===== src/rtl/ma_clk_ctrl_pkg.sv =====
// ma_clk_ctrl_pkg: shared FSM encoding and domain indices for the clock control sequencer
package ma_clk_ctrl_pkg;
  localparam int N_DOM_DEF = 5;
  localparam logic [2:0] DOM_CPU = 3'd0;
  localparam logic [2:0] DOM_AXI = 3'd1;
  localparam logic [2:0] DOM_APB = 3'd2;
  localparam logic [2:0] DOM_I2C = 3'd3;
  localparam logic [2:0] DOM_IMP = 3'd4;
  typedef enum logic [2:0] {
    IDLE   = 3'd0,
    GATE_W = 3'd1,
    STOP_W = 3'd2,
    LOAD   = 3'd3,
    RUN_W  = 3'd4,
    FIN    = 3'd5
  } state_e;
endpackage


===== src/rtl/ma_settle_cnt.sv =====
// ma_settle_cnt: loadable down-counter that holds at zero and flags it
module ma_settle_cnt #(
  parameter int CW = 6
) (
  input  logic          clk_i,
  input  logic          rst_ni,
  input  logic          load_i,
  input  logic          en_i,
  input  logic [CW-1:0] val_i,
  output logic          zero_o
);
  logic [CW-1:0] cnt_q;
  assign zero_o = cnt_q == '0;
  always_ff @(posedge clk_i or negedge rst_ni) begin
    if (!rst_ni) cnt_q <= '0;
    else if (load_i) cnt_q <= val_i;
    else if (en_i && !zero_o) cnt_q <= cnt_q - 1'b1;
  end
endmodule


===== src/rtl/ma_clk_ctrl_seq.sv =====
// ma_clk_ctrl_seq: glitch-safe per-domain divider reconfiguration sequencer
module ma_clk_ctrl_seq
  import ma_clk_ctrl_pkg::*;
#(
  parameter int DIV_DW   = 4,
  parameter int N_DOM    = N_DOM_DEF,
  parameter int WAIT_CYC = 32,
  parameter int RST_DIV  = 1
) (
  input  logic                    src_clk,
  input  logic                    src_rst_n,
  input  logic                    req_valid,
  output logic                    req_ready,
  input  logic [2:0]              req_dom,
  input  logic [DIV_DW-1:0]       req_div,
  input  logic                    req_tog,
  input  logic                    req_cken,
  input  logic                    req_icg,
  output logic                    busy,
  output logic                    done_pulse,
  output logic [2:0]              done_dom,
  output logic                    err_pulse,
  output logic [N_DOM*DIV_DW-1:0] reg_clk_div,
  output logic [N_DOM-1:0]        reg_clk_tog,
  output logic [N_DOM-1:0]        reg_clk_cken,
  output logic [N_DOM-1:0]        reg_icg_on
);
  localparam int CW = $clog2(WAIT_CYC) + 1;
  localparam logic [CW-1:0] LOAD_V = CW'(WAIT_CYC - 1);
  localparam logic [DIV_DW-1:0] RST_V = DIV_DW'(RST_DIV);
  localparam logic [3:0] N_DOM_V = 4'(N_DOM);
  state_e state_q, state_d;
  logic [2:0] dom_q, dom_d, done_dom_q, done_dom_d;
  logic [DIV_DW-1:0] div_q, div_d;
  logic tog_q, tog_d, cken_q, cken_d, icg_q, icg_d;
  logic busy_q, busy_d, done_q, done_d, err_q, err_d;
  logic [N_DOM*DIV_DW-1:0] clk_div_q, clk_div_d;
  logic [N_DOM-1:0] clk_tog_q, clk_tog_d, clk_cken_q, clk_cken_d, icg_on_q, icg_on_d;
  logic accept, illegal, fast, cnt_load, cnt_zero;
  assign req_ready = (state_q == IDLE) && !done_q;
  assign accept = req_valid && req_ready;
  assign illegal = {1'b0, req_dom} >= N_DOM_V;
  // Same ratio on a running divider: only the ICG needs touching
  assign fast = req_div == clk_div_q[req_dom*DIV_DW +: DIV_DW] && req_tog == clk_tog_q[req_dom]
             && clk_cken_q[req_dom] && req_cken;
  always_comb begin
    state_d = state_q;
    dom_d = dom_q;
    div_d = div_q;
    tog_d = tog_q;
    cken_d = cken_q;
    icg_d = icg_q;
    busy_d = busy_q;
    done_d = 1'b0;
    err_d = 1'b0;
    done_dom_d = done_dom_q;
    clk_div_d = clk_div_q;
    clk_tog_d = clk_tog_q;
    clk_cken_d = clk_cken_q;
    icg_on_d = icg_on_q;
    cnt_load = 1'b0;
    case (state_q)
      IDLE: begin
        if (done_q) busy_d = 1'b0;
        if (accept && illegal) begin
          err_d = 1'b1;
          done_dom_d = req_dom;
        end else if (accept) begin
          dom_d = req_dom;
          div_d = req_div;
          tog_d = req_tog;
          cken_d = req_cken;
          icg_d = req_icg;
          busy_d = 1'b1;
          icg_on_d[req_dom] = fast ? req_icg : 1'b0;
          done_d = fast;
          done_dom_d = fast ? req_dom : done_dom_q;
          state_d = fast ? IDLE : GATE_W;
          cnt_load = !fast;
        end
      end
      GATE_W: if (cnt_zero) begin
        clk_cken_d[dom_q] = 1'b0;
        state_d = STOP_W;
        cnt_load = 1'b1;
      end
      STOP_W: if (cnt_zero) begin
        clk_div_d[dom_q*DIV_DW +: DIV_DW] = div_q;
        clk_tog_d[dom_q] = tog_q;
        state_d = LOAD;
      end
      LOAD: begin
        clk_cken_d[dom_q] = cken_q;
        state_d = cken_q ? RUN_W : FIN;
        cnt_load = cken_q;
      end
      RUN_W, FIN: if (cnt_zero || state_q == FIN) begin
        icg_on_d[dom_q] = icg_q;
        done_d = 1'b1;
        done_dom_d = dom_q;
        state_d = IDLE;
      end
      default: state_d = IDLE;
    endcase
  end
  always_ff @(posedge src_clk or negedge src_rst_n) begin
    if (!src_rst_n) begin
      state_q <= IDLE;
      dom_q <= '0;
      div_q <= '0;
      tog_q <= 1'b0;
      cken_q <= 1'b0;
      icg_q <= 1'b0;
      busy_q <= 1'b0;
      done_q <= 1'b0;
      err_q <= 1'b0;
      done_dom_q <= '0;
      clk_div_q <= {N_DOM{RST_V}};
      clk_tog_q <= '0;
      clk_cken_q <= '1;
      icg_on_q <= '1;
    end else begin
      state_q <= state_d;
      dom_q <= dom_d;
      div_q <= div_d;
      tog_q <= tog_d;
      cken_q <= cken_d;
      icg_q <= icg_d;
      busy_q <= busy_d;
      done_q <= done_d;
      err_q <= err_d;
      done_dom_q <= done_dom_d;
      clk_div_q <= clk_div_d;
      clk_tog_q <= clk_tog_d;
      clk_cken_q <= clk_cken_d;
      icg_on_q <= icg_on_d;
    end
  end
  ma_settle_cnt #(.CW(CW)) u_cnt (
    .clk_i  (src_clk),
    .rst_ni (src_rst_n),
    .load_i (cnt_load),
    .en_i   (state_q == GATE_W || state_q == STOP_W || state_q == RUN_W),
    .val_i  (LOAD_V),
    .zero_o (cnt_zero)
  );
  assign busy = busy_q;
  assign done_pulse = done_q;
  assign done_dom = done_dom_q;
  assign err_pulse = err_q;
  assign reg_clk_div = clk_div_q;
  assign reg_clk_tog = clk_tog_q;
  assign reg_clk_cken = clk_cken_q;
  assign reg_icg_on = icg_on_q;
endmodule


===== config.mk =====
export PLATFORM = sky130hd
export DESIGN_NAME = ma_clk_ctrl_seq
export DESIGN_NICKNAME = d
export VERILOG_FILES = /design/src/rtl/ma_clk_ctrl_pkg.sv /design/src/rtl/ma_settle_cnt.sv /design/src/rtl/ma_clk_ctrl_seq.sv
export SDC_FILE = /design/constraint.sdc
export NUM_CORES = 1
export LEC_CHECK = 0
export ABC_AREA = 1
export BUFFER_PORTS_ARGS = -buffer_cell sky130_fd_sc_hd__buf_2
export CAP_MARGIN = 20
export CORE_MARGIN = 2
export CORE_UTILIZATION = 60
export CTS_BUF_LIST = sky130_fd_sc_hd__clkbuf_4 sky130_fd_sc_hd__clkbuf_8 sky130_fd_sc_hd__clkbuf_16
export DETAILED_ROUTE_END_ITERATION = 10
export PLACE_DENSITY = 0.91
export REMOVE_ABC_BUFFERS = 1
export SLEW_MARGIN = 25
export SYNTH_ARGS = -nofsm -noshare
export SYNTH_HDL_FRONTEND = slang
export SYNTH_SLANG_ARGS = --single-unit

===== constraint.sdc =====
create_clock -name src_clk -period 6.4 [get_ports src_clk]
set_clock_uncertainty 0.1 [all_clocks]
set_input_delay 1.92 -clock src_clk [delete_from_list [all_inputs] [get_ports src_clk]]
set_output_delay 1.92 -clock src_clk [all_outputs]
set_load 0.02 [all_outputs]

* Word-level counts from Yosys, hierarchy flattened
Index checks and enable logic that the tools add are counted.
W data, S select, Z words.
** Storage, ports and cells
- Register bits :: 60
** Cells by class
- Add/sub/neg operators :: 2
- Order comparisons :: 5
- Equal/unequal tests :: 14
- Shift operators :: 3
- Muxes and demuxes :: 48
- Bitwise operators :: 3
- Reductions and logical operators :: 27
** Operators by type and width (count)
- $neg A5 Y34 :: 1
- $shift A4 B34 Y20 const A :: 1
- $shiftx A4 B34 Y20 :: 1
- $mux W3 :: 9
- $bwmux W20 :: 1
- $bwmux W5 :: 4
- $mux W5 :: 4
- $pmux W5 S2 :: 2
- $shiftx A20 B6 Y4 :: 1
- $mux W1 :: 18
- $pmux W3 S5 :: 1
- $mux W6 :: 2
- $ne A2 B2 Y1 const B :: 5
- $logic_and A1 B1 Y1 :: 9
- $lt A3 B4 Y1 const B :: 2
- $reduce_and A4 Y1 :: 2
- $bmux W1 S3 :: 2
- $demux W1 S3 :: 2
- $eq A3 B2 Y1 const B :: 2
- $eq A3 B3 Y1 const B :: 2
- $ge A3 B1 Y1 const B :: 2
- $logic_not A6 Y1 :: 1
- $ne A3 B2 Y1 const B :: 2
- $pmux W3 S2 :: 1
- 18 further kinds :: 25

* Logic depth before layout (Yosys ltp)
- Depth after elaboration :: 11
- Depth in mapped cells :: 15
- Depth with buffers taken out :: 14

* Cells and area by module
Synthesis repeated with hierarchy kept, for this count alone.
** Unflattened totals
- Cell total of the unflattened synthesis :: 468
- Area, all modules :: 3439.5 um2
** Modules (own cells, without submodules)
- ma_clk_ctrl_seq :: times used 1, cells each 413, area an instance 3014.1 um2
- ma_settle_cnt :: times used 1, cells each 55, area an instance 425.4 um2

* Worst setup path after synthesis
OpenSTA, ideal clock, no wires.
- Path type :: input port to flip-flop
- From :: in req_dom[1]
- To :: reg done_dom_q[0], in the netlist done_dom[0]
- Arrival :: 3.090 ns
- Setup slack :: 3.093 ns
- Cell stages on the path :: 13
- Path buffers :: 1
- Cells stage by stage :: clkbuf_8 > nor2_8 > nand2_1 > nand2_1 > nand3_1 > nor2_1 > nand2_1 > nor2_1 > nand4_2 > nand3_1 > nand2_2 > nand2_1 > nand2_1
** On the way
- Cells in the longest elaborated chain, start to end :: 8
- Elaborated cells between the ends (all ways) :: 17
- Those cells by class :: order compare (1); eq/ne (4); shift (1); mux (6); reduce/logical (5)
** Ends and longest elaborated chain
- start: declaration :: RTL line ma_clk_ctrl_seq.sv:14 : input logic [2:0] req_dom,
- branches (longest 8 deep; another with $shiftx A20 B6 Y4)
- end signal: assignment :: RTL line ma_clk_ctrl_seq.sv:132 : done_dom_q <= done_dom_d;
- end: declaration :: RTL line ma_clk_ctrl_seq.sv:33 : logic [2:0] dom_q, dom_d, done_dom_q, done_dom_d;
Several ways; the timed one is not identified. The select of a mux whose other input is x is not followed.
A chain may end at the register's enable or synchronous reset.

* Final worst setup path
- From :: in req_dom[0]
- To :: reg u_cnt.cnt_q[0]
** On the way
- Cells in the longest elaborated chain, start to end :: 11
- Elaborated cells between the ends (all ways) :: 18
- Those cells by class :: order compare (1); eq/ne (2); shift (1); mux (8); reduce/logical (6)
** Ends and longest elaborated chain
- branches (longest 8 deep; another with $shiftx A20 B6 Y4)
- $mux W1 * :: RTL line ma_clk_ctrl_seq.sv:65 : if (accept && illegal) begin
- $pmux W1 S3 * :: RTL line ma_clk_ctrl_seq.sv:62 : case (state_q)
- $mux W6 / $reduce_bool A2 Y1 (equally long branches)
- end signal: assignment :: RTL line ma_settle_cnt.sv:16 : else if (load_i) cnt_q <= val_i;
- end signal: assignment :: RTL line ma_settle_cnt.sv:17 : else if (en_i && !zero_o) cnt_q <= cnt_q - 1'b1;
- end: declaration :: RTL line ma_settle_cnt.sv:12 : logic [CW-1:0] cnt_q;
Every way passes the cells marked *. The select of a mux whose other input is x is not followed.

==> results.json <==
{
  "r2r_end": "reg_clk_div[18]",
  "antenna_found_initial": 0,
  "gp_congestion": 0.926,
  "num_vias": 3256,
  "worstHoldPathType": "reg2reg",
  "netlist_instances": 448,
  "sw_frac_of_total": 0.433,
  "num-nets-final": 526,
  "hold_viol": 0,
  "crit_buf_inv": 3,
  "cp.arrival_ns": 3.59,
  "worst_r2r_startpoint": "dom_q[0]",
  "required_ns": 6.53,
  "initial_core_util": 0.618,
  "max_cap_violations": 0,
  "synth_top_cell_area_share": 0.333,
  "die_w_um": 79.1,
  "cts.hold.buffers_added": 0,
  "num_rows": 27,
  "grt_use_total": 0.299,
  "cts-root-buf": "clkbuf_8",
  "drive_gt1_frac": 0.219,
  "ir_drop_v": 0.000246,
  "total_leakage_power_nw": 2.01,
  "relSlewSlack": 0.482,
  "avgSynthCellArea_um2": 7.55,
  "cp_num_cells": 14,
  "ys.flop_type": "dfrtp_1",
  "crit_family": "simple AND/OR/NAND/NOR gates",
  "synth_compound_area_frac": 0.120,
  "fin_tns_setup_ns": 0,
  "max_freq_mhz": 288,
  "p_seq_frac": 0.351,
  "dieArea_mm2": 0.00625,
  "cpPeakStageDelay_ns": 0.33,
  "clk_path_buf_depth": 2,
  "powerDensity_mw_per_mm2": 419,
  "hold_path_depth": 2,
  "viasPerCell": 5.58,
  "worst_slew_pin_slew_ns": 0.776,
  "muxShareOfSynthArea": 0.00333,
  "crit_fanout": 17,
  "coreArea_mm2": 0.00547,
  "first_pass_iters": 5,
  "reg2reg_depth": 7,
  "synth_xor_area_frac": 0.00777,
  "holdCritStartpoint": "done_dom[1]",
  "dieHeight_um": 79.1,
  "yosys-top-cells-area": "dfrtp_1, nand2_1, dfstp_2",
  "synth-simple-area-share": 0.314,
  "post-cts-setup-buffer-count": 0,
  "intPower_mw": 0.932,
  "synth_fa_ha_area_frac": 0.0222,
  "synth_top_family_by_area": "simple AND/OR/NAND/NOR gates",
  "net-switching-power_mw": 0.710,
  "critPathCaptureType": "flop",
  "seq_area_frac_synth": 0.450,
  "drtAntennaViolNets": 0,
  "cts_resized": 0,
  "portBuffers": 54,
  "drt-initial-drc-count": 292,
  "post-route-period-util": 0.542,
  "status": "finished, final reports clean",
  "grt_pass1_vias": 3034,
  "yosysTopAreaCell": "dfrtp_1",
  "synthToLayoutAreaGrowth_pct": 15.8,
  "worstPathCellList": "buf_2 -> inv_2 -> nand3_1 -> nor2_1 -> nor2_1 -> nand2_1 -> nand2_1 -> nand2_1 -> nor2_1 -> nand4_2 -> nand2_1 -> nand2_1 -> inv_2 -> nand3_1",
  "yosysWarnings": 0,
  "hpwlAfterDp_um": 6430,
  "clk_latency_ns": 0.35,
  "grt_max_degree": 61,
  "comb_power_share": 0.415,
  "overflow": 0,
  "htreeDepth": 3,
  "io_pins": 55,
  "cp-start-kind": "input port",
  "r2r_slack_ns": 3.95,
  "drt_wl_total_um": 8660,
  "slew_violations": 0,
  "antenna_cells": 0,
  "async_flop_share": 1.00,
  "cts_buffers": 9,
  "p_clk_frac": 0.234,
  "ys_ff_latch": 60,
  "cts.sinks": 60,
  "crit_top_cell": "nand2_1",
  "synth_edf_count": 0,
  "ys_types": 39,
  "setup_viol": 0,
  "wl_per_cell_um": 14.8,
  "min_to": "done_dom[1]",
  "fin_crit_ns": 3.47,
  "path_clk_slew_ns": 0.07,
  "slowest_stage": "buf_2",
  "critPathKind": "in2reg",
  "synth.cell_area_mm2": 0.00338,
  "route.detailed.drc": 0,
  "cts_tree": "done",
  "utilization": 0.716,
  "grt_setup_unrepaired": "no",
  "grt_pass1_wl_um": 14300
}
through the flow:
| stage | total power [mW] | area (um2) | setup slack (ns) | cells | hold slack (ns) |
|---|---|---|---|---|---|
| after floorplan | 1.04 | 3330 | 3.12 | 441 | 0.388 |
| after CTS | 1.63 | 3920 | 2.95 | 584 | 0.378 |
| after global routing | 1.75 | 3920 | 2.71 | 584 | 0.416 |
| after global placement | 1.21 | 3700 | 2.66 | 568 | 0.353 |
| final | 1.64 | 3920 | 2.93 | 584 | 0.371 |
| after detailed placement | 1.24 | 3700 | 2.60 | 568 | 0.362 |
cell families after synthesis:
logic type / after synthesis
and+or+nand+nor: 237
buffers and inverters: 67
muxes: 1
xor gates and xnor gates: 3
DFF: 60
AOI/OAI and AO/OA: 74
adders and majority gates: 6
power groups by stage:
stage,clock (mW),combinational [mW],sequential [mW]
after floorplan,0,0.429,0.614
after global placement,0,0.632,0.574
after detailed placement,0,0.658,0.578
after CTS,0.385,0.671,0.573
after global routing,0.404,0.760,0.588
final,0.385,0.682,0.576
routing by layer:
layer  wire, um  GRT usage  vias up  part of all wire
met1       3750      0.411     1502              0.43
li1           -          -     1564                 -
met4        191      0.124        0             0.022
met2       3960      0.460      165              0.46
met5          0          0        -                 0
met3        759     0.0670       25             0.088
cells in the mapped netlist, types with 6 or more instances:
| cell type | instances |
|---|---|
| dfstp_2 | 15 |
| ha_1 | 6 |
| dfrtp_1 | 45 |
| inv_2 | 8 |
| nor3_1 | 6 |
| nand2_1 | 130 |
| nand4_1 | 9 |
| o21ai_1 | 10 |
| o21ai_0 | 44 |
| inv_1 | 52 |
| nand3_1 | 27 |
| nor2_1 | 45 |
| a21oi_1 | 6 |
registers in the layout, summed over array words and instances (netlist names), 3 cells and up:
| name | cells |
|---|---|
| reg_clk_cken | 5 |
| u_cnt.cnt_q | 6 |
| reg_icg_on | 5 |
| reg_clk_tog | 5 |
| div_q | 4 |
| state_q | 3 |
| done_dom | 3 |
| reg_clk_div | 20 |
| dom_q | 3 |
how the worst max path moves through the flow:
stage	startpoint	end	slack, ns
finish	req_dom[0]	u_cnt.cnt_q[0]	2.93
global route	req_dom[0]	u_cnt.cnt_q[3]	2.71
CTS	req_dom[1]	u_cnt.cnt_q[0]	2.95
detailed placement	req_dom[1]	reg_icg_on[1]	2.60
global placement	req_dom[1]	done_dom[1]	2.66
floorplan	req_dom[1]	done_dom[0]	3.12
worst min-delay path, stage by stage, from the launching register on:
cell     delay, ns
dfrtp_1       0.34
nand2_1       0.05
nand2_1       0.04
layout make-up:
cell class	count	area, um2
inverters	60	225
clock buffers	11	145
clock inverters	5	75.1
fillers	429	1560
flip-flops and latches	60	1520
multi-input cells	321	1580
well taps	72	90.1
repair buffers	55	278
layout by cell type, fill, tap and decap left out, drive strengths merged, types with 10 or more instances in the layout:
cell type    n
buf         55
clkbuf      11
dfrtp       45
dfstp       15
inv         60
nand2      134
nand3       28
nand4       10
nor2        54
o21ai       55
Power figures use the tool's default switching activity.
